<file path="config.mk">
export PLATFORM = sky130hd
export DESIGN_NAME = conv_core_pipe
export DESIGN_NICKNAME = d
export VERILOG_FILES = /design/src/rtl/conv_core_pipe.sv
export SDC_FILE = /design/constraint.sdc
export NUM_CORES = 1
export LEC_CHECK = 0
export BUFFER_PORTS_ARGS = -buffer_cell sky130_fd_sc_hd__buf_2
export CORE_UTILIZATION = 25
export DETAILED_ROUTE_END_ITERATION = 10
export PLACE_DENSITY_LB_ADDON = 0.12
export REMOVE_ABC_BUFFERS = 1
export SLEW_MARGIN = 20
export SYNTH_ARGS = -nofsm -noshare
export SYNTH_HDL_FRONTEND = slang
export SYNTH_SLANG_ARGS = --single-unit
</file>
<file path="constraint.sdc">
create_clock -name clk -period 14 [get_ports clk]
set_input_delay 0 -clock clk [delete_from_list [all_inputs] [get_ports clk]]
set_output_delay 0 -clock clk [all_outputs]
set_load 0.02 [all_outputs]
</file>
<file path="src/rtl/conv_core_pipe.sv">
// Pipelined 1-D convolution / cross-correlation core: Z[n] = sum_k X[k]*Yi[n-k], one MAC term per cycle.
// Define CONV_SAT_EN to saturate dataZ at all-ones instead of truncating the accumulator.
module conv_core_pipe #(
    parameter int DATA_WIDTH = 8,
    parameter int ADDR_WIDTH = 5,
    parameter int Z_WIDTH    = 16,
    parameter int MEM_LAT    = 1
) (
    input  logic                  clk,
    input  logic                  rstn,
    input  logic                  start,
    input  logic                  mode,
    input  logic [ADDR_WIDTH:0]   size_x,
    input  logic [ADDR_WIDTH:0]   size_y,
    output logic [ADDR_WIDTH-1:0] memX_addr,
    output logic                  memX_rd,
    input  logic [DATA_WIDTH-1:0] dataX,
    output logic [ADDR_WIDTH-1:0] memY_addr,
    output logic                  memY_rd,
    input  logic [DATA_WIDTH-1:0] dataY,
    output logic [ADDR_WIDTH:0]   memZ_addr,
    output logic [Z_WIDTH-1:0]    dataZ,
    output logic                  writeZ,
    output logic                  busy,
    output logic                  done,
    output logic                  err
);

    localparam int N_W    = ADDR_WIDTH + 1;
    localparam int PROD_W = 2 * DATA_WIDTH;
    localparam int ACC_W  = 2 * DATA_WIDTH + ADDR_WIDTH;

    localparam logic [N_W-1:0] ZERO_N  = {N_W{1'b0}};
    localparam logic [N_W-1:0] ONE_N   = {{ADDR_WIDTH{1'b0}}, 1'b1};
    localparam logic [N_W-1:0] LEN_MAX = {1'b1, {ADDR_WIDTH{1'b0}}};
    localparam logic [1:0]     DRAIN_LAST = 2'(MEM_LAT);

    typedef enum logic [2:0] {
        S_IDLE  = 3'd0,
        S_ISSUE = 3'd1,
        S_DRAIN = 3'd2,
        S_WRITE = 3'd3,
        S_DONE  = 3'd4
    } state_t;

    function automatic logic [N_W-1:0] k_min(input logic [N_W-1:0] n, input logic [N_W-1:0] sy);
        if (n >= sy) return n - sy + ONE_N;
        else         return ZERO_N;
    endfunction

    function automatic logic [N_W-1:0] k_max(input logic [N_W-1:0] n, input logic [N_W-1:0] sx);
        if (n < sx) return n;
        else        return sx - ONE_N;
    endfunction

    // Cross-correlation walks Y backwards from its last sample.
    function automatic logic [ADDR_WIDTH-1:0] y_addr(input logic [N_W-1:0] n, input logic [N_W-1:0] k,
                                                     input logic [N_W-1:0] sy, input logic rev);
        logic [N_W-1:0] j;
        j = n - k;
        if (rev) return ADDR_WIDTH'(sy - ONE_N - j);
        else     return ADDR_WIDTH'(j);
    endfunction

    function automatic logic [Z_WIDTH-1:0] z_out(input logic [ACC_W-1:0] acc);
`ifdef CONV_SAT_EN
        if ((ACC_W + Z_WIDTH)'(acc) > (ACC_W + Z_WIDTH)'({Z_WIDTH{1'b1}})) return {Z_WIDTH{1'b1}};
        else                                                             return Z_WIDTH'(acc);
`else
        return Z_WIDTH'(acc);
`endif
    endfunction

    state_t                state_q, state_d;
    logic                  mode_q, mode_d;
    logic [N_W-1:0]        sx_q, sx_d, sy_q, sy_d, n_q, n_d, k_q, k_d;
    logic [1:0]            drain_q, drain_d;
    logic                  rd_q, rd_d, first_q, first_d;
    logic [MEM_LAT-1:0]    pv_q, pv_d, pf_q, pf_d;
    logic [PROD_W-1:0]     prod_q, prod_d;
    logic                  prodv_q, prodv_d, prodf_q, prodf_d;
    logic [ACC_W-1:0]      acc_q, acc_d;
    logic [ADDR_WIDTH-1:0] xaddr_q, xaddr_d, yaddr_q, yaddr_d;
    logic [N_W-1:0]        zaddr_q, zaddr_d;
    logic [Z_WIDTH-1:0]    dataz_q, dataz_d;
    logic                  writez_q, writez_d, busy_q, busy_d, done_q, done_d, err_q, err_d;

    // Sequencer: run acceptance, term index k, output index n and drain timing.
    always_comb begin
        state_d = state_q;
        mode_d  = mode_q;
        sx_d    = sx_q;
        sy_d    = sy_q;
        n_d     = n_q;
        k_d     = k_q;
        drain_d = drain_q;
        err_d   = 1'b0;
        case (state_q)
            S_IDLE: begin
                if (start) begin
                    if (size_x == ZERO_N || size_y == ZERO_N || size_x > LEN_MAX || size_y > LEN_MAX) begin
                        err_d = 1'b1;
                    end else begin
                        mode_d  = mode;
                        sx_d    = size_x;
                        sy_d    = size_y;
                        n_d     = ZERO_N;
                        k_d     = ZERO_N;
                        state_d = S_ISSUE;
                    end
                end else begin
                    state_d = S_IDLE;
                end
            end
            S_ISSUE: begin
                if (k_q == k_max(n_q, sx_q)) begin
                    drain_d = 2'd0;
                    state_d = S_DRAIN;
                end else begin
                    k_d = k_q + ONE_N;
                end
            end
            S_DRAIN: begin
                if (drain_q == DRAIN_LAST) state_d = S_WRITE;
                else                       drain_d = drain_q + 2'd1;
            end
            S_WRITE: begin
                n_d = n_q + ONE_N;
                // SX+SY may wrap in N_W bits; n_d wraps identically so the compare still holds.
                if (n_d == sx_q + sy_q - ONE_N) begin
                    state_d = S_DONE;
                end else begin
                    k_d     = k_min(n_d, sy_q);
                    state_d = S_ISSUE;
                end
            end
            S_DONE:  state_d = S_IDLE;
            default: state_d = S_IDLE;
        endcase
    end

    // Read strobes, product/accumulate pipeline and registered output values.
    always_comb begin
        rd_d    = (state_d == S_ISSUE);
        first_d = rd_d && (state_q != S_ISSUE);
        if (rd_d) begin
            xaddr_d = ADDR_WIDTH'(k_d);
            yaddr_d = y_addr(n_d, k_d, sy_d, mode_d);
        end else begin
            xaddr_d = {ADDR_WIDTH{1'b0}};
            yaddr_d = {ADDR_WIDTH{1'b0}};
        end

        pv_d[0] = rd_q;
        pf_d[0] = first_q;
        for (int i = 1; i < MEM_LAT; i++) begin
            pv_d[i] = pv_q[i-1];
            pf_d[i] = pf_q[i-1];
        end

        prodv_d = pv_q[MEM_LAT-1];
        prodf_d = pf_q[MEM_LAT-1];
        if (pv_q[MEM_LAT-1]) prod_d = PROD_W'(dataX) * PROD_W'(dataY);
        else                 prod_d = prod_q;

        if (prodv_q) begin
            if (prodf_q) acc_d = ACC_W'(prod_q);
            else         acc_d = acc_q + ACC_W'(prod_q);
        end else begin
            acc_d = acc_q;
        end

        writez_d = (state_d == S_WRITE);
        if (writez_d) begin
            zaddr_d = n_q;
            dataz_d = z_out(acc_d);
        end else begin
            zaddr_d = ZERO_N;
            dataz_d = {Z_WIDTH{1'b0}};
        end

        busy_d = (state_d == S_ISSUE) || (state_d == S_DRAIN) || (state_d == S_WRITE);
        done_d = (state_d == S_DONE);
    end

    // State and output registers with synchronous reset.
    always_ff @(posedge clk) begin
        if (rstn) begin
            state_q  <= S_IDLE;
            mode_q   <= 1'b0;
            sx_q     <= ZERO_N;
            sy_q     <= ZERO_N;
            n_q      <= ZERO_N;
            k_q      <= ZERO_N;
            drain_q  <= 2'd0;
            rd_q     <= 1'b0;
            first_q  <= 1'b0;
            pv_q     <= {MEM_LAT{1'b0}};
            pf_q     <= {MEM_LAT{1'b0}};
            prod_q   <= {PROD_W{1'b0}};
            prodv_q  <= 1'b0;
            prodf_q  <= 1'b0;
            acc_q    <= {ACC_W{1'b0}};
            xaddr_q  <= {ADDR_WIDTH{1'b0}};
            yaddr_q  <= {ADDR_WIDTH{1'b0}};
            zaddr_q  <= ZERO_N;
            dataz_q  <= {Z_WIDTH{1'b0}};
            writez_q <= 1'b0;
            busy_q   <= 1'b0;
            done_q   <= 1'b0;
            err_q    <= 1'b0;
        end else begin
            state_q  <= state_d;
            mode_q   <= mode_d;
            sx_q     <= sx_d;
            sy_q     <= sy_d;
            n_q      <= n_d;
            k_q      <= k_d;
            drain_q  <= drain_d;
            rd_q     <= rd_d;
            first_q  <= first_d;
            pv_q     <= pv_d;
            pf_q     <= pf_d;
            prod_q   <= prod_d;
            prodv_q  <= prodv_d;
            prodf_q  <= prodf_d;
            acc_q    <= acc_d;
            xaddr_q  <= xaddr_d;
            yaddr_q  <= yaddr_d;
            zaddr_q  <= zaddr_d;
            dataz_q  <= dataz_d;
            writez_q <= writez_d;
            busy_q   <= busy_d;
            done_q   <= done_d;
            err_q    <= err_d;
        end
    end

    assign memX_addr = xaddr_q;
    assign memX_rd   = rd_q;
    assign memY_addr = yaddr_q;
    assign memY_rd   = rd_q;
    assign memZ_addr = zaddr_q;
    assign dataZ     = dataz_q;
    assign writeZ    = writez_q;
    assign busy      = busy_q;
    assign done      = done_q;
    assign err       = err_q;

endmodule

</file>
**Word-level counts from Yosys, hierarchy flattened**

Index checks and enable logic that the tools add are counted.

- Flip-flop bits (word level): 109
- Output and inout port bits: 38
- Word-level logic and storage cells: 104

- Add/subtract/negate cells: 12
- $mul: 1
- Magnitude comparators: 4
- Eq/ne operators: 13
- Multiplexer cells: 30
- Bitwise logic cells: 5
- Reductions and logical operators: 15

Operator list:

| kind | number |
|---|---|
| $mux W6 | 12 |
| $add A21 B16 Y21 | 1 |
| $mux W21 | 1 |
| $add A6 B1 Y6 const B | 3 |
| $pmux W6 S3 | 1 |
| $mul A8 B8 Y16 | 1 |
| $mux W16 | 1 |
| $mux W3 | 5 |
| $eq A3 B2 Y1 const B | 4 |
| $eq A6 B6 Y1 | 2 |
| $gt A6 B6 Y1 const B | 2 |
| $logic_not A6 Y1 | 2 |
| $pmux W3 S4 | 1 |
| $pmux W6 S2 | 1 |
| $sub A6 B1 Y6 const B | 2 |
| $sub A5 B5 Y5 | 2 |
| $add A6 B6 Y6 | 1 |
| $eq A3 B1 Y1 const B | 2 |
| $ge A6 B6 Y1 | 1 |
| $lt A6 B6 Y1 | 1 |
| $reduce_and A3 Y1 | 2 |
| $sub A6 B6 Y6 | 1 |
| $logic_or A1 B1 Y1 | 5 |
| $mux W5 | 1 |
| other kinds (15) | 25 |

**Logic depth before layout (Yosys ltp)**

Gate-level depths: netlist of run 1.

- Depth after elaboration: 10
- Depth in mapped cells: 28
- Gate-level depth less buffers: 28

**Least setup slack after synthesis of run 1**

No wires, ideal clock.

- Kind: register -> register
- Start point: register sx_q[1]
- End point: register yaddr_q[4], in the netlist memY_addr[4]
- Arrival: 5,091 ps
- Path slack: 8,843 ps
- Cell stages (with the launch flop): 27
- Path buffers: 0
- Clock period less this slack: 5,157 ps
- Cell sequence: dfxtp_1 inv_1 ha_1 inv_1 ha_1 inv_1 fa_1 inv_1 a21o_1 a21oi_1 xnor3_1 nand3_1 o21ai_1 a21o_1 a222oi_1 ha_1 a21o_1 a21oi_1 xor2_1 ha_1 nand2b_1 a221oi_2 nor3_1 or3b_1 xnor2_2 a21o_1 a21oi_2

- Word-level cells in the longest chain between the ends: 9

RTL lines:

| what | line | text |
|---|---|---|
| start, declared | 76 | `logic [N_W-1:0] sx_q, sx_d, sy_q, sy_d, n_q, n_d, k_q, k_d;` |
| start signal, assigned | 191 | `sx_q <= ZERO_N;` |
| start signal, assigned | 215 | `sx_q <= sx_d;` |
| parallel branches: the longest is 9 deep, another holds $add A6 B6 Y6 | n/a |  |
| end signal, assigned | 205 | `yaddr_q <= {ADDR_WIDTH{1'b0}};` |
| end signal, assigned | 229 | `yaddr_q <= yaddr_d;` |
| end, declared | 83 | `logic [ADDR_WIDTH-1:0] xaddr_q, xaddr_d, yaddr_q, yaddr_d;` |

Parallel ways; which one is timed is not known. The select of a mux whose other input is x is not followed.
A chain may end at the register's enable or synchronous reset.

**Final worst setup path of run 1**

Ends and elaborated chain as after synthesis.

==> out/qor.tcl, run 1 <==
set qor(grtUsageTotal) 0.132
set qor(grt_max_degree) 73
set qor(worstMarginPinSlew_ns) 0.863
set qor(cellPowerDensity_nw_per_um2) 99.5
set qor(synthAdderAreaFrac) 0.244
set qor(result_of_the_run) {completed}
set qor(cts.repair_timing.setup_buffer_count) 0
set qor(clkLatencyLatePin_ns) 0.36
set qor(pin_count) 70
set qor(drc_errors_left) 0
set qor(synth_edf_count) 0
set qor(drt-vias-per-instance) 4.55
set qor(synthTopCellsByArea) {dfxtp_1 (26%), ha_1 (14%), fa_1 (11%)}
set qor(fin_util) 0.292
set qor(antenna_cells_inserted) 0
set qor(via_count) 6392
set qor(wl_per_cell_um) 14.8
set qor(setup_tns_ns) 0
set qor(clock_skew_ns) 0.0105
set qor(asyncSetResetFlopFracSynth) 0
set qor(cell_count_of_the_worst_hold_path) 3
set qor(slew-limit-headroom) 0.425
set qor(num-nets-final) 1160
set qor(initial_antenna_violation_count) 0
set qor(clockBufferDepth) 2
set qor(depth_of_the_cts_h_tree) 3
set qor(syn_area_per_cell_um2) 8.67
set qor(detailed_placement_wirelength_estimate_mm) 16.4
set qor(core_area_um2) 31700
set qor(worst_setup_path_endpoint) {memY_addr[4]}
set qor(die_area_um2) 33100
set qor(worst-path-stages) 26
set qor(n_fill_cell) 3470
set qor(regToRegStartpoint) {sx_q[1]}
set qor(synthCells) 932
set qor(postSynth.topFlopCell) {dfxtp_1}
set qor(globalRouteOverflowTotal) 0
set qor(setup_violations) 0
set qor(gp_routability_congestion) 0.818
set qor(report.final.hold_viol_count) 0
set qor(layout_worst_path_cycle_share) 0.412
set qor(placement.io_buffers) 69
set qor(first_global_vias) 6583
set qor(crit_arrival_ns) 6.05
set qor(crit_fanout) 6
set qor(synth_seq_area_share) 0.258
set qor(worst-r2r-setup-slack_ns) 8.24
set qor(ys.warnings.count) 0
set qor(reg2regPathDepth) 26
set qor(regArea_um2) 2080
set qor(synth_top_cell_by_area) {dfxtp_1}
set qor(critical-path-top-delay-family) {compound AO/OA/AOI/OAI gates}
set qor(synthMuxAreaShare) 0.0398
set qor(min-delay-path-class) {input pin to flop}
set qor(detail_route.wirelength_mm) 20.8
set qor(wire_length_of_the_first_global_routing_pass_mm) 34.7
set qor(starting_drc_count_in_detailed_routing) 190
set qor(end_kind) {flop}
set qor(detailedRoute.firstPassIterationCount) 5
set qor(synth_compound_area_frac) 0.144
set qor(drv_cap) 0
set qor(yosys.cell_types.count) 79
set qor(synth-simple-area-share) 0.193
set qor(tritoncts_num_sinks) 104
set qor(die_h_um) 182
set qor(synth-seq-cells) 104
set qor(crit_path_max_incr_delay_ns) 0.69
set qor(synth_xor_area_frac) 0.0546
set qor(clock_tree.root_cell) {clkbuf_16}
set qor(synth_top_area_frac) 0.258
set qor(startpoint_type) {flop}
set qor(critical_path_buffer_and_inverter_count) 4
set qor(critPathRequiredTime_ns) 14.28
set qor(route.antenna.remaining_nets) 0
set qor(ir_drop_v) 0.0000589
set qor(highest_clock_frequency_the_design_can_meet_ghz) 0.173
set qor(clock_tree_from_tritoncts) {built}
set qor(worst_r2r_dst) {memY_addr[4]}
set qor(syn_to_final_growth_pct) 14.5
set qor(clk_transition_reported_paths_ns) 0.08
set qor(grt_setup_unrepaired) {no}
set qor(starting_density) 0.255
set qor(fp-row-count) 65
set qor(timing.final.max_slew_violations) 0
set qor(critPathLaunch) {sx_q[1]}
set qor(die_width_um) 182
set qor(static-leakage-power_uw) 0.00417
set qor(total_standard_cell_area_after_synthesis_um2) 8080
set qor(critical_path_class) {flop to flop}
set qor(synth_top_family_by_area) {adder cells}
set qor(multi_input_comb_area_um2) 5460
set qor(critPathSlowestCell) {a222oi_1}
set qor(final_period_minus_worst_setup_slack_ns) 5.76
set qor(cts_buffers) 9
set qor(drive_gt1_frac) 0.117
## power by group
part,switching [µW],total [µW],internal (µW)
sequential,7.81,313,305
combinational,178,320,142
clock,127,288,161
total,313,921,608
## placed cells by master, fill, tap and decap left out, types with 16 or more instances in the layout
master | netlist | routed
xnor2_1 | 30 | 30
dfxtp_1 | 104 | 104
xor2_1 | 16 | 16
buf_2 | 2 | 69
nor2_1 | 93 | 93
and2_1 | 47 | 47
a21o_1 | 17 | 17
a21oi_1 | 37 | 37
ha_1 | 88 | 88
mux2i_1 | 24 | 24
nand3_1 | 22 | 22
inv_1 | 109 | 109
o21ai_0 | 33 | 33
nand2_1 | 68 | 68
fa_1 | 43 | 43
nor3_1 | 19 | 19
## synthesized netlist by cell type (3+ instances only)
master and instances:
fa_1 43, a21o_1 17, nor3_1 19, ha_1 88
xor2_1 16, and2_1 47, a21oi_1 37, nor4_1 4
nand2_1 68, o21ai_0 33, o22ai_1 3, o21a_1 5
nor2b_1 12, mux2i_1 24, o211a_1 3, nand4_1 3
nand3_1 22, inv_1 109, xnor2_1 30, a211oi_1 9
or4_1 3, o311ai_0 4, a31oi_1 7, nor2_1 93
a221oi_1 4, a21boi_0 3, mux2_2 6, dfxtp_1 104
nand2b_1 11, clkbuf_1 20, and3_1 11, o211ai_1 9
nor3b_1 6
## final cells by class
class | count | share of cell area
multi-input cells | 690 | 0.590
repair buffers | 82 | 0.0500
flip-flops and latches | 104 | 0.225
well taps | 402 | 0.0544
clock buffers | 9 | 0.0243
clock inverters | 7 | 0.0115
inverters | 110 | 0.0446
## worst reg2reg max path: cells and delay by family (launching register included)
kind / cells / cell delay (ns)
AOI/OAI and AO/OA: 10 / 2.15
adders and majority gates: 5 / 1.42
and+or+nand+nor: 4 / 0.89
xor gates and xnor gates: 3 / 0.59
DFF: 1 / 0.35
buffers and inverters: 4 / 0.28
## cell families after synthesis
group                      after synthesis
adders and majority gates              132
AOI/OAI and AO/OA                      166
xor gates and xnor gates                48
DFF                                    104
buffers and inverters                  138
muxes                                   31
and+or+nand+nor                        313
## state kept, by name, summed over array words and instances, names as in the netlist, 6 cells and up
name       cells
prod_q        16
memZ_addr      6
acc_q         16
sx_q           6
n_q            6
k_q            6
dataZ         16
sy_q           6
## through the flow
stage / setup WS (ns) / std cells / area [µm²] / total power [µW] / hold slack, ns
finish: 8.24 / 1404 / 9250 / 921 / 0.0253
global route: 7.83 / 1404 / 9250 / 1000 / 0.0452
CTS: 8.23 / 1404 / 9250 / 945 / 0.00907
detailed placement: 8.27 / 1380 / 8840 / 641 / 0.262
global placement: 8.36 / 1380 / 8840 / 644 / 0.256
floorplan: 8.82 / 904 / 7960 / 565 / 0.0691
## layer usage
| metal | GRT usage | vias to the layer above | part of all wire |
|---|---|---|---|
| li1 | - | 3291 | - |
| met5 | 0 | - | 0 |
| met4 | 0.0420 | 0 | 0.022 |
| met1 | 0.167 | 2976 | 0.47 |
| met2 | 0.230 | 101 | 0.48 |
| met3 | 0.0189 | 24 | 0.026 |
## what timing repair did
action | in CTS | in global routing
endpoints found under the hold margin | 8 | 0
hold buffers | 8 | 0
gates resized for setup | 0 | 0
## worst min path at each step
| stage | from | to |
|---|---|---|
| after floorplan | rstn | acc_q[14] |
| after global placement | size_x[3] | sx_q[3] |
| after detailed placement | size_x[1] | sx_q[1] |
| after CTS | dataY[0] | prod_q[0] |
| after global routing | dataY[0] | prod_q[0] |
| final | dataY[0] | prod_q[0] |
Power figures use the tool's default switching activity.
==> run 2, diff against run 1 <==
- clock period: 14 -> 4.6 ns (I/O delays scaled with it)
==> run 2 against run 1 <==
The flow now finishes with violations (setup timing). Critical path depth decreased by 1. Clock-buffer cell count increased by 3. Clock power increased to 3.0 times the previous value. Worst setup slack got worse by 8.6 ns. Final area increased by 13%. Critical path type unchanged. Critical endpoint unchanged. Largest cell class unchanged.
==> out/qor.tcl, run 2 (synthesized netlist as in run 1, its figures left out) <==
set qor(result_of_the_run) {finished, violations left}
set qor(failing_checks) {setup timing}
set qor(power.switching_fraction) 0.332 ;# -0.00848
set qor(via_count) 6755 ;# +5.7%
set qor(die_width_um) 182 ;# unchanged
set qor(internal-power_uw) 1990 ;# +230%
set qor(depth_of_the_cts_h_tree) 3 ;# unchanged
set qor(layout_worst_path_cycle_share) 1.07 ;# +0.660
set qor(n_fill_cell) 3373 ;# -2.8%
set qor(cellPowerDensity_nw_per_um2) 284 ;# +190%
set qor(wl_per_cell_um) 14.3 ;# -3.3%
set qor(fin_util) 0.330 ;# +0.0383
set qor(crit_arrival_ns) 5.21 ;# -0.84 ns
set qor(route.antenna.remaining_nets) 0 ;# unchanged
set qor(fin_total_pwr_uw) 2970 ;# +220%
set qor(clock_tree.root_cell) {clkbuf_16}
set qor(core_area_um2) 31700 ;# unchanged
set qor(final.setup.worst_slack_ns) -0.329 ;# -8.56 ns
set qor(first_global_vias) 6957 ;# +5.7%
set qor(clk_transition_reported_paths_ns) 0.07 ;# about the same
set qor(min-delay-path-class) {input pin to flop}
set qor(syn_to_final_growth_pct) 29.5
set qor(final_cell_mix) {buf_4 (102), inv_1 (100), dfxtp_1 (98)}
set qor(detailedRoute.firstPassIterationCount) 4 ;# -1
set qor(placement.io_buffers) 69 ;# unchanged
set qor(fp-row-count) 65 ;# unchanged
set qor(drc_errors_left) 0 ;# unchanged
set qor(final_period_minus_worst_setup_slack_ns) 4.93 ;# -0.836 ns
set qor(grt_max_degree) 47 ;# -36%
set qor(setup_violations) 3 ;# +3
set qor(globalRouteOverflowTotal) 0 ;# unchanged
set qor(crit_fanout) 3 ;# -3
set qor(die_area_um2) 33100 ;# unchanged
set qor(mostFrequentLayoutCell) {buf_4}
set qor(end_kind) {flop}
set qor(clock_skew_ns) 0.0126 ;# +0.00211 ns
set qor(gp_routability_congestion) 0.828 ;# +1.3%
set qor(slew-limit-headroom) 0.554 ;# +0.130
set qor(clock_tree_from_tritoncts) {built}
set qor(highest_clock_frequency_the_design_can_meet_ghz) 0.203 ;# +17%
set qor(clkPwrFrac) 0.287 ;# -0.026
set qor(detailed_placement_wirelength_estimate_mm) 17.1 ;# +4.4%
set qor(wire_length_of_the_first_global_routing_pass_mm) 35.9 ;# +3.3%
set qor(initial_antenna_violation_count) 0 ;# unchanged
set qor(critPathRequiredTime_ns) 4.88 ;# -9.40 ns
set qor(die_h_um) 182 ;# unchanged
set qor(starting_density) 0.255 ;# unchanged
set qor(grt_setup_unrepaired) {yes}
set qor(timing.final.max_slew_violations) 0 ;# unchanged
set qor(setup_tns_ns) -0.676 ;# -0.676 ns
set qor(grtUsageTotal) 0.137 ;# +0.00501
set qor(cts_buffers) 9 ;# unchanged
set qor(clockBufferDepth) 2 ;# unchanged
set qor(drt-vias-per-instance) 4.47 ;# -1.8%
set qor(drv_cap) 0 ;# unchanged
set qor(num-nets-final) 1267 ;# +9.2%
set qor(startpoint_type) {flop}
set qor(worstMarginPinSlew_ns) 0.669 ;# -0.194 ns
set qor(clkLatencyLatePin_ns) 0.36 ;# about the same
set qor(pin_count) 70 ;# unchanged
set qor(ir_drop_v) 0.000172 ;# +190%
set qor(pwr-share-comb) 0.393 ;# +0.046
set qor(static-leakage-power_uw) 0.00473 ;# +14%
set qor(report.final.hold_viol_count) 0 ;# unchanged
set qor(starting_drc_count_in_detailed_routing) 190 ;# unchanged
set qor(power.switching_uw) 987 ;# +210%
set qor(p_seq_frac) 0.320 ;# -0.020
set qor(finalHoldWorstSlack_ns) 0.0120 ;# -0.0133 ns
set qor(critical_path_class) {flop to flop}
set qor(drive_gt1_frac) 0.257 ;# +0.140
set qor(tritoncts_num_sinks) 104 ;# unchanged
set qor(detail_route.wirelength_mm) 21.7 ;# +4.0%
set qor(antenna_cells_inserted) 0 ;# unchanged
[run 2: changes by cell type in the layout (fill, tap and decap cells not counted), moves of 5 or more]
cell / change
buf_4: +97
ha_4: +8
dfxtp_1: -6
buf_6: +9
inv_2: +8
dfxtp_2: +6
a211oi_1: -5
ha_1: -12
inv_1: -9
[run 2: metrics by stage]
step                      instance area, µm²  cells  worst slack, ns
after floorplan                         7960    904           -0.582
after global placement                  9520   1469           -0.587
after detailed placement                9520   1469           -0.623
after CTS                              10200   1502           -0.298
after global routing                   10500   1511           -0.522
final                                  10500   1511           -0.329
[run 2: final cells by class]
| class | instances | area (µm²) | share of cell area |
|---|---|---|---|
| Clock buffer | 12 | 246 | 0.0235 |
| Inverter | 110 | 415 | 0.0397 |
| Multi-Input combinational cell | 690 | 5810 | 0.555 |
| Clock inverter | 4 | 76.3 | 0.00729 |
| Tap cell | 402 | 503 | 0.0481 |
| Sequential cell | 104 | 2090 | 0.200 |
| Timing Repair Buffer | 189 | 1320 | 0.126 |
[run 2: power by group through the flow]
stage	registers [µW]	clock network, µW	logic (µW)
detailed placement	971	0	1060
finish	951	854	1170
floorplan	977	0	743
global placement	971	0	1060
global route	955	926	1340
CTS	951	891	1130
[run 2: worst paths after layout]
| path | slack [ns] | end | depth (start not counted) | startpoint |
|---|---|---|---|---|
| max | -0.33 | memY_addr[4] | 25 | sx_q[4] |
| max reg2reg | -0.33 | memY_addr[4] | 25 | sx_q[4] |
| min | 0.01 | prod_q[0] | 3 | dataY[0] |
| min reg2reg | 0.44 | pf_q | 1 | first_q |
[run 2: worst max-delay path, stage by stage (launching register included)]
cell and delay [ns]:
dfxtp_2 0.33, inv_2 0.05, ha_4 0.23, a21o_1 0.21
a21oi_4 0.19, o21ai_4 0.10, buf_4 0.15, a211oi_4 0.20
o22ai_2 0.10, buf_4 0.15, nor4_4 0.37, nor2_2 0.08
a222oi_1 0.31, buf_4 0.19, ha_4 0.18, a21o_1 0.18
a21oi_2 0.17, xor2_2 0.10, ha_2 0.20, nand2b_4 0.16
a221oi_4 0.28, nor3_2 0.08, or3b_4 0.38, xnor2_2 0.15
a21o_1 0.17, a21oi_2 0.12
[run 2: metal layers]
layer | global-route usage | vias up | wire, µm | part of all wire
met5 | 0 | - | 0 | 0
met4 | 0.0342 | 0 | 210 | 0.0097
met3 | 0.0239 | 12 | 525 | 0.024
met2 | 0.246 | 73 | 11000 | 0.51
met1 | 0.169 | 3172 | 9900 | 0.46
li1 | - | 3498 | - | -
[run 2: what timing repair did]
| item | CTS | global route |
|---|---|---|
| cloned | 0 | 0 |
| pin swaps | 33 | 40 |
| buffers inserted | 11 | 10 |
| endpoints found under the hold margin | 7 | 0 |
| endpoints found under the setup margin | 3 | 3 |
| resized for setup | 47 | 35 |
| hold buffers | 7 | 0 |
==> run 3, diff against run 2 <==
- CORE_ASPECT_RATIO: not set -> 0.6
==> run 3 against run 2 <==
The flow finishes with violations (DRC, setup timing). Final area barely moved. Sequential share of layout area about the same. Global-route usage increased by 1.4 points. Routed wire length increased by 11%. Sequential power about the same. Clock skew is 0.0017 ns higher. Highest routed layer unchanged.
==> out/qor.tcl, run 3 (synthesized netlist as in run 1, its figures left out) <==
set qor(result_of_the_run) {finished, violations left}
set qor(failing_checks) {DRC, setup timing}
set qor(grt_setup_unrepaired) {yes}
set qor(crit_path_max_incr_delay_ns) 0.46 ;# +0.08 ns
set qor(slew-limit-headroom) 0.508 ;# -0.0467
set qor(detailed_placement_wirelength_estimate_mm) 19.0 ;# +11%
set qor(clkLatencyLatePin_ns) 0.38 ;# +0.02 ns
set qor(cp_cell_sequence) {inv_1 > ha_1 > buf_4 > a21oi_4 > o21ai_4 > buf_4 > a211oi_2 > o22ai_2 > buf_6 > o41ai_4 > nor2_2 > a221oi_2 > inv_1 > ha_2 > inv_2 > fa_2 > fa_2 > nand2b_4 > o22ai_2 > o21ai_1 > or3b_4 > xnor2_2 > a21o_1 > a21oi_2}
set qor(clock_tree.root_cell) {clkbuf_16}
set qor(static-leakage-power_uw) 0.00474 ;# +0.17%
set qor(starting_density) 0.257 ;# +0.00203
set qor(worstMarginPinSlew_ns) 0.739 ;# +0.0700 ns
set qor(ir_drop_v) 0.000209 ;# +21%
set qor(clock_tree_from_tritoncts) {built}
set qor(placed_cell_area_um2) 9600 ;# +0.84%
set qor(min-delay-path-class) {input pin to flop}
set qor(die_area_um2) 33100 ;# about the same
set qor(regToRegStartpoint) {sx_q[5]}
set qor(critPathSlowestCell) {fa_2}
set qor(critPathLaunch) {sx_q[5]}
set qor(cellPowerDensity_nw_per_um2) 282 ;# -0.90%
set qor(wl_per_cell_um) 15.7 ;# +9.7%
set qor(initial_antenna_violation_count) 0 ;# unchanged
set qor(report.final.hold_viol_count) 0 ;# unchanged
set qor(antenna_cells_inserted) 0 ;# unchanged
set qor(critPathRequiredTime_ns) 4.90 ;# +0.02 ns
set qor(wire_length_of_the_first_global_routing_pass_mm) 38.2 ;# +6.3%
set qor(drive_gt1_frac) 0.260 ;# +0.00287
set qor(cts_buffers) 9 ;# unchanged
set qor(crit_arrival_ns) 5.29 ;# +0.08 ns
set qor(mostFrequentLayoutCell) {buf_4}
set qor(tritoncts_num_sinks) 104 ;# unchanged
set qor(final_period_minus_worst_setup_slack_ns) 4.99 ;# +0.0634 ns
set qor(placement.io_buffers) 69 ;# unchanged
set qor(critical_path_buffer_and_inverter_count) 6 ;# +2
set qor(route.antenna.remaining_nets) 0 ;# unchanged
set qor(clk_transition_reported_paths_ns) 0.08 ;# about the same
set qor(detail_route.wirelength_mm) 24.1 ;# +11%
set qor(via_count) 6901 ;# +2.2%
set qor(worst_r2r_dst) {memY_addr[4]}
set qor(starting_drc_count_in_detailed_routing) 457 ;# +140%
set qor(crit_fanout) 5 ;# +2
set qor(globalRouteOverflowTotal) 0 ;# unchanged
set qor(gp_routability_congestion) 0.863 ;# +4.2%
set qor(fp-row-count) 50 ;# -23%
set qor(num-nets-final) 1274 ;# +0.55%
set qor(finalHoldWorstSlack_ns) 0.0541 ;# +0.0421 ns
set qor(clock_skew_ns) 0.0143 ;# +0.00170 ns
set qor(setup_violations) 2 ;# -1
set qor(drt-vias-per-instance) 4.50 ;# +0.76%
set qor(drc_errors_left) 4 ;# +4
set qor(fin_total_pwr_uw) 2950 ;# -0.91%
set qor(worst-r2r-setup-slack_ns) -0.39 ;# -0.06 ns
set qor(post-route-cell-area_um2) 10500 ;# about the same
set qor(grt_max_degree) 59 ;# +26%
set qor(grtUsageTotal) 0.152 ;# +0.0145
set qor(highest_clock_frequency_the_design_can_meet_ghz) 0.200 ;# -1.3%
set qor(reg2regPathDepth) 24 ;# -4.0%
set qor(timing.final.max_slew_violations) 0 ;# unchanged
set qor(holdCritStartpoint) {rstn}
set qor(final_cell_mix) {buf_4 (113), inv_1 (101), dfxtp_1 (98)}
set qor(detailedRoute.firstPassIterationCount) 10 ;# +6
set qor(clockBufferDepth) 2 ;# unchanged
set qor(worst-path-stages) 24 ;# -4.0%
set qor(depth_of_the_cts_h_tree) 3 ;# unchanged
set qor(final.setup.worst_slack_ns) -0.392 ;# -0.0634 ns
set qor(pin_count) 70 ;# unchanged
set qor(die_width_um) 234 ;# +29%
set qor(worst_setup_path_endpoint) {memY_addr[4]}
set qor(first_global_vias) 6571 ;# -5.5%
set qor(syn_to_final_growth_pct) 29.5 ;# about the same
set qor(drv_cap) 0 ;# unchanged
set qor(core_area_um2) 31500 ;# -0.79%
set qor(critical-path-top-delay-family) {compound AO/OA/AOI/OAI gates}
set qor(die_h_um) 141 ;# -22%
set qor(critical_path_class) {flop to flop}
set qor(startpoint_type) {flop}
set qor(layout_worst_path_cycle_share) 1.09 ;# +0.0138
set qor(end_kind) {flop}
-- run 3: cell types whose count changed in the layout (fill, tap and decap cells not counted), moves of 2 or more --
cell           previous run  this run
a221oi_2                  0         2
clkbuf_1                  2         0
dlygate4sd3_1             7        10
buf_12                    2         0
buf_6                     9         4
buf_4                   102       113
-- run 3: worst min-delay path by stage --
stage                      to  slack, ns  depth (start not counted)
finish              acc_q[15]       0.05                          2
global placement      sx_q[1]       0.27                          3
global route          prodf_q       0.07                          2
CTS                 acc_q[15]       0.03                          2
detailed placement    sx_q[1]       0.27                          3
floorplan           acc_q[14]       0.07                          1
-- run 3: timing repair --
action,in CTS,in global routing
buffers inserted,11,4
setup endpoints to repair,3,3
hold buffers,10,0
cloned,0,0
pin swaps,35,16
hold endpoints to repair,9,0
resized for setup,54,18
-- run 3: power breakdown --
part           internal [µW]  switching, µW
clock network            440            389
registers                929           22.2
logic                    548            619
-- run 3: cell type report --
class | instances | area [µm²]
Clock buffer | 10 | 239
Clock inverter | 6 | 67.6
Fill cell | 3262 | 21000
Inverter | 110 | 413
Multi-Input combinational cell | 690 | 5800
Sequential cell | 104 | 2090
Tap cell | 416 | 520
Timing Repair Buffer | 196 | 1340
-- run 3: stage by stage --
step	setup TNS, ns	std cells	utilization	worst slack, ns
final	-0.538	1532	0.333	-0.392
after global routing	-1.13	1532	0.333	-0.639
after CTS	-0.503	1528	0.329	-0.373
after detailed placement	-1.38	1493	0.305	-0.787
after global placement	-1.16	1493	0.305	-0.672
after floorplan	-0.582	904	-	-0.582
-- run 3: routing by layer --
metal	vias to the layer above	track usage	wire length, µm	part of all wire
met3	18	0.0326	1120	0.046
met5	-	0	0	0
met1	3229	0.264	14700	0.61
met2	135	0.175	8080	0.34
met4	0	0.0290	212	0.0088
li1	3519	-	-	-
